**src/rtl/writeback_stage.sv**
```systemverilog
// writeback_stage: final pipeline stage and the only driver of the register-file write port.
// It takes retired ALU, link and load results from execute, waits for data-memory responses
// on loads, and issues exactly one registered write per instruction.
// Optional feature macro: WB_BYPASS_EN adds fwd_valid/fwd_reg/fwd_data forwarding outputs.
module writeback_stage #(
    parameter int DATA_W      = 32,
    parameter int MEM_TIMEOUT = 15
) (
    input  logic              clk,
    input  logic              rst,
    input  logic              ex_valid,
    output logic              ex_ready,
    input  logic              ex_reg_write,
    input  logic [4:0]        ex_dest,
    input  logic [DATA_W-1:0] ex_result,
    input  logic              ex_is_load,
    input  logic [1:0]        ex_ld_size,
    input  logic              ex_ld_unsigned,
    input  logic              mem_rvalid,
    input  logic [DATA_W-1:0] mem_rdata,
    output logic              reg_write,
    output logic [4:0]        write_register,
    output logic [DATA_W-1:0] write_data,
    output logic              wb_busy,
    output logic [4:0]        pending_dest,
    output logic              err_timeout
`ifdef WB_BYPASS_EN
    ,
    output logic              fwd_valid,
    output logic [4:0]        fwd_reg,
    output logic [DATA_W-1:0] fwd_data
`endif
);

    typedef enum logic [1:0] {
        IDLE     = 2'd0,
        WAIT_MEM = 2'd1,
        WRITE    = 2'd2
    } state_t;

    // Last counter value before the abort; the abort happens when the count would reach MEM_TIMEOUT.
    localparam logic [3:0] CNT_LAST = 4'(MEM_TIMEOUT - 1);

    state_t            state_q, state_d;
    logic              reg_write_q, reg_write_d;
    logic [4:0]        write_register_q, write_register_d;
    logic [DATA_W-1:0] write_data_q, write_data_d;
    logic [4:0]        pending_dest_q, pending_dest_d;
    logic [1:0]        ld_size_q, ld_size_d;
    logic              ld_unsigned_q, ld_unsigned_d;
    logic              ld_reg_write_q, ld_reg_write_d;
    logic [3:0]        cnt_q, cnt_d;
    logic              err_timeout_q, err_timeout_d;
    logic              accept;
    logic [DATA_W-1:0] ext_data;

    // Handshake: execute may hand over a new instruction unless a load is outstanding.
    always_comb begin
        ex_ready = (state_q == IDLE) || (state_q == WRITE);
        accept   = ex_valid && ex_ready;
    end

    // Right-aligned load data extended to the datapath width; reserved size 11 behaves as word.
    always_comb begin
        ext_data = mem_rdata;
        case (ld_size_q)
            2'b01:   ext_data = {{(DATA_W-16){(~ld_unsigned_q) & mem_rdata[15]}}, mem_rdata[15:0]};
            2'b10:   ext_data = {{(DATA_W-8){(~ld_unsigned_q) & mem_rdata[7]}}, mem_rdata[7:0]};
            default: ext_data = mem_rdata;
        endcase
    end

    // Next-state and next-output logic for the IDLE / WAIT_MEM / WRITE controller.
    always_comb begin
        state_d          = state_q;
        reg_write_d      = 1'b0;
        write_register_d = write_register_q;
        write_data_d     = write_data_q;
        pending_dest_d   = pending_dest_q;
        ld_size_d        = ld_size_q;
        ld_unsigned_d    = ld_unsigned_q;
        ld_reg_write_d   = ld_reg_write_q;
        cnt_d            = cnt_q;
        err_timeout_d    = err_timeout_q;

        case (state_q)
            IDLE, WRITE: begin
                if (accept) begin
                    if (ex_is_load) begin
                        state_d        = WAIT_MEM;
                        pending_dest_d = ex_dest;
                        ld_size_d      = ex_ld_size;
                        ld_unsigned_d  = ex_ld_unsigned;
                        ld_reg_write_d = ex_reg_write;
                        cnt_d          = '0;
                    end else begin
                        state_d          = WRITE;
                        reg_write_d      = ex_reg_write && (ex_dest != 5'd0);
                        write_register_d = ex_dest;
                        write_data_d     = ex_result;
                    end
                end else begin
                    state_d = IDLE;
                end
            end
            WAIT_MEM: begin
                // A response arriving on the final timeout cycle still completes the load.
                if (mem_rvalid) begin
                    state_d          = WRITE;
                    reg_write_d      = ld_reg_write_q && (pending_dest_q != 5'd0);
                    write_register_d = pending_dest_q;
                    write_data_d     = ext_data;
                end else begin
                    cnt_d = cnt_q + 4'd1;
                    if (cnt_q == CNT_LAST) begin
                        state_d       = IDLE;
                        err_timeout_d = 1'b1;
                    end
                end
            end
            default: state_d = IDLE;
        endcase
    end

    // State and registered outputs; reset dominates every other input.
    always_ff @(posedge clk) begin
        if (rst) begin
            state_q          <= IDLE;
            reg_write_q      <= 1'b0;
            write_register_q <= '0;
            write_data_q     <= '0;
            pending_dest_q   <= '0;
            ld_size_q        <= '0;
            ld_unsigned_q    <= 1'b0;
            ld_reg_write_q   <= 1'b0;
            cnt_q            <= '0;
            err_timeout_q    <= 1'b0;
        end else begin
            state_q          <= state_d;
            reg_write_q      <= reg_write_d;
            write_register_q <= write_register_d;
            write_data_q     <= write_data_d;
            pending_dest_q   <= pending_dest_d;
            ld_size_q        <= ld_size_d;
            ld_unsigned_q    <= ld_unsigned_d;
            ld_reg_write_q   <= ld_reg_write_d;
            cnt_q            <= cnt_d;
            err_timeout_q    <= err_timeout_d;
        end
    end

    // Output port mapping.
    always_comb begin
        reg_write      = reg_write_q;
        write_register = write_register_q;
        write_data     = write_data_q;
        wb_busy        = (state_q == WAIT_MEM);
        pending_dest   = pending_dest_q;
        err_timeout    = err_timeout_q;
    end

`ifdef WB_BYPASS_EN
    // Forwarding copies of the write port for decode's operand muxes.
    always_comb begin
        fwd_valid = reg_write_q;
        fwd_reg   = write_register_q;
        fwd_data  = write_data_q;
    end
`endif

endmodule

```
**config.mk**
```make
export PLATFORM = sky130hd
export DESIGN_NAME = writeback_stage
export DESIGN_NICKNAME = d
export VERILOG_FILES = /design/src/rtl/writeback_stage.sv
export SDC_FILE = /design/constraint.sdc
export NUM_CORES = 1
export LEC_CHECK = 0
export CAP_MARGIN = 20
export CORE_UTILIZATION = 37
export CTS_CLUSTER_DIAMETER = 200
export DETAILED_ROUTE_END_ITERATION = 10
export PLACE_DENSITY = 0.76
export SYNTH_ARGS = -nofsm -noshare
export SYNTH_HDL_FRONTEND = slang
export SYNTH_SLANG_ARGS = --single-unit
```
**constraint.sdc**
```tcl
create_clock -name clk -period 1.8 [get_ports clk]
set_input_delay 0.36 -clock clk [delete_from_list [all_inputs] [get_ports clk]]
set_output_delay 0.36 -clock clk [all_outputs]
set_load 0.03 [all_outputs]
```
==> flow_summary.json <==
{
  "grt_pass1_wl_um": 12900,
  "r2r_end": "write_data[9]",
  "area_growth_pct": 59.5,
  "cts_tree": "done",
  "ir_worst_vdd_mv": 0.326,
  "fill_cells": 612,
  "dieWidth_um": 87.2,
  "fin_nets": 516,
  "fmax_ghz": 0.566,
  "grt_max_degree": 38,
  "io_buffers": 123,
  "cp_top_family": "buffers and inverters",
  "layout_setup_ws_ns": 0.0344,
  "tns_ns": 0,
  "initial_core_util_pct": 38.8,
  "firstDrtPassIters": 4,
  "finalPower_mw": 3.16,
  "slowest_delay_ns": 0.70,
  "met2WireLength_um": 4250,
  "min_path_type": "reg -> reg",
  "cts_max_level": 2,
  "status": "complete, no violations",
  "cts.clk_slew.worst_paths_ns": 0.09,
  "yosysSeqAreaShare_pct": 40.3,
  "worstSetupPathDepth": 1,
  "critPathArrivalTime_ns": 1.41,
  "drc": 0,
  "die_h_um": 87.2,
  "clockRootBuffer": "clkbuf_8",
  "worstMarginPinSlew_ns": 0.604,
  "finalSetupViolCount": 0,
  "wl_met3_um": 449,
  "synthTopCellsByArea": "dfxtp_1 40%, a32o_1 9.0%, nand2_1 8.4%",
  "via_per_inst": 5.27,
  "multi_input_area_um2": 1410,
  "worstPathCellList": "clkdlybuf4s50_1",
  "synthArstFlopShare_pct": 0,
  "finalCritPeriodShare_pct": 98.1,
  "synth_nets": 388,
  "timing.rr.start": "state_q[1]",
  "rsz0062_at_grt": "false",
  "crit_required_ns": 1.44,
  "drt_iter0_drc": 113,
  "gr-total-overflow": 0,
  "crit_type": "reg -> out",
  "startpoint_type": "flop",
  "clock_latency_ns": 0.31,
  "ios": 124,
  "rrSetupSlack_ns": 0.12,
  "dieArea_um2": 7600,
  "syn_area_um2": 2680,
  "reg2reg_depth": 5,
  "layout-drive-gt1-share_pct": 12.2,
  "slew_headroom_pct": 59.6,
  "antenna_found_initial": 0,
  "avgSynthCellArea_um2": 8.77,
  "synth_top_area_share_pct": 40.3,
  "routed.top_layer": "met4",
  "p_leak_nw": 1.66,
  "layout_commonest_cell": "clkdlybuf4s50_1",
  "wl_per_cell_um": 16.0,
  "core-area_um2": 6910,
  "hold_viol": 0,
  "final_antenna_net_count": 0,
  "numCtsBuffers": 5,
  "crit_path_start": "pending_dest[0]",
  "syn_inst": 306,
  "synth_seq_cells": 54,
  "track_usage_pct": 21.5,
  "maxCapViolCount": 0,
  "clock-skew-final_ns": 0.0112,
  "hold_path_startpoint": "write_data[18]",
  "totalWireLength_um": 8500,
  "critPathSlowestCell": "clkdlybuf4s50_1",
  "hold_ws_ns": 0.471,
  "antenna_cells": 0,
  "fin_crit_ns": 1.77,
  "endpoint_kind": "output pin",
  "rows": 30,
  "hold_end": "write_data[18]",
  "synth_edf_count": 0,
  "wl_met1_um": 3620,
  "cts_sinks": 54,
  "slew_violations": 0,
  "worstPathMaxFanout": 4,
  "synth.largest_area_cell": "dfxtp_1",
  "place_worst_setup_slack_ns": -0.266,
  "grt_pass1_vias": 2788,
  "final-seq-area_um2": 1080,
  "powerDensity_nw_per_um2": 740,
  "cts_hold_buffers": 0,
  "min_path_cells": 1,
  "yosysUniqueCellTypes": 40,
  "dpl.hpwl_um": 6130,
  "clockBufferDepth": 2,
  "yosysWarningCount": 0,
  "vias": 2797,
  "layout_common_cells": "118 x clkdlybuf4s50_1, 60 x nand2_1, 53 x dfxtp_1",
  "gp_congestion": 0.899,
  "ys.flop_type": "dfxtp_1",
  "worst-path-buf-inv": 1
}
[flip-flops by register name, summed over array words and instances, names as in the netlist]
name / cells
ld_size_q: 2
cnt_q: 4
write_data: 32
ld_reg_write_q: 1
err_timeout: 1
reg_write: 1
write_register: 5
state_q: 2
ld_unsigned_q: 1
pending_dest: 5
[Yosys cell counts (4+ instances only)]
cell       n
a21oi_1   11
a311oi_1   7
a311oi_2   6
a32o_1    24
buf_2     11
buf_6      6
clkbuf_1   8
dfxtp_1   54
ha_1       4
inv_1      5
nand2_1   60
nand2b_1  22
nand3_1   12
nand4_1   16
nor2_1     4
nor3_1    13
o21ai_0   10
or2b_1     4
[per-layer routing]
layer | up-vias | track usage (%)
li1 | 1369 | -
met1 | 1305 | 26.8
met2 | 109 | 37.6
met3 | 14 | 3.51
met4 | 0 | 7.60
met5 | - | 0
[area by class of cell]
class                      instances  share of cell area [%]
clock inverter                     2                    1.40
timing repair buffer             151                    35.0
clock buffer                       6                    1.93
sequential                        54                    25.3
inverter                           6                   0.526
multi-input combinational        216                    33.0
tap                               96                    2.81
[how the worst max path moves through the flow]
stage | to | slack [ns]
2_1_floorplan | write_data[20] | 0.09
3_3_place_gp | write_data[12] | -0.27
3_5_place_dp | write_data[8] | -0.27
4_1_cts | ex_ready | 0.02
5_1_grt | pending_dest[0] | 0.0008
6_report | pending_dest[0] | 0.03
[power by group]
| part | internal [mW] | leakage [nW] | switching [mW] | total, mW |
|---|---|---|---|---|
| registers | 1.27 | 0.443 | 0.0517 | 1.32 |
| clock network | 0.593 | 0.0714 | 0.404 | 0.997 |
| logic | 0.433 | 1.15 | 0.410 | 0.842 |
[cells by family after synthesis]
| kind of cell | after synthesis | synth area share, % |
|---|---|---|
| DFF | 54 | 40.3 |
| xor gates and xnor gates | 1 | 0.327 |
| adders and majority gates | 4 | 1.87 |
| and+or+nand+nor | 146 | 29.4 |
| AOI/OAI and AO/OA | 64 | 20.4 |
| buffers and inverters | 37 | 7.74 |
[what timing repair did]
action | CTS | global route
cloned | 0 | 1
gates resized for setup | 1 | 6
setup buffers | 0 | 2
pin swaps | 0 | 1
endpoints found under the setup margin | 2 | 28
[per-stage QoR]
step | util, % | area, um2 | instances
floorplan | - | 2680 | 306
global placement | 59.2 | 4090 | 520
detailed placement | 59.2 | 4090 | 520
CTS | 61.3 | 4240 | 528
global route | 61.9 | 4280 | 531
finish | 61.9 | 4280 | 531
Power figures use the tool's default switching activity.
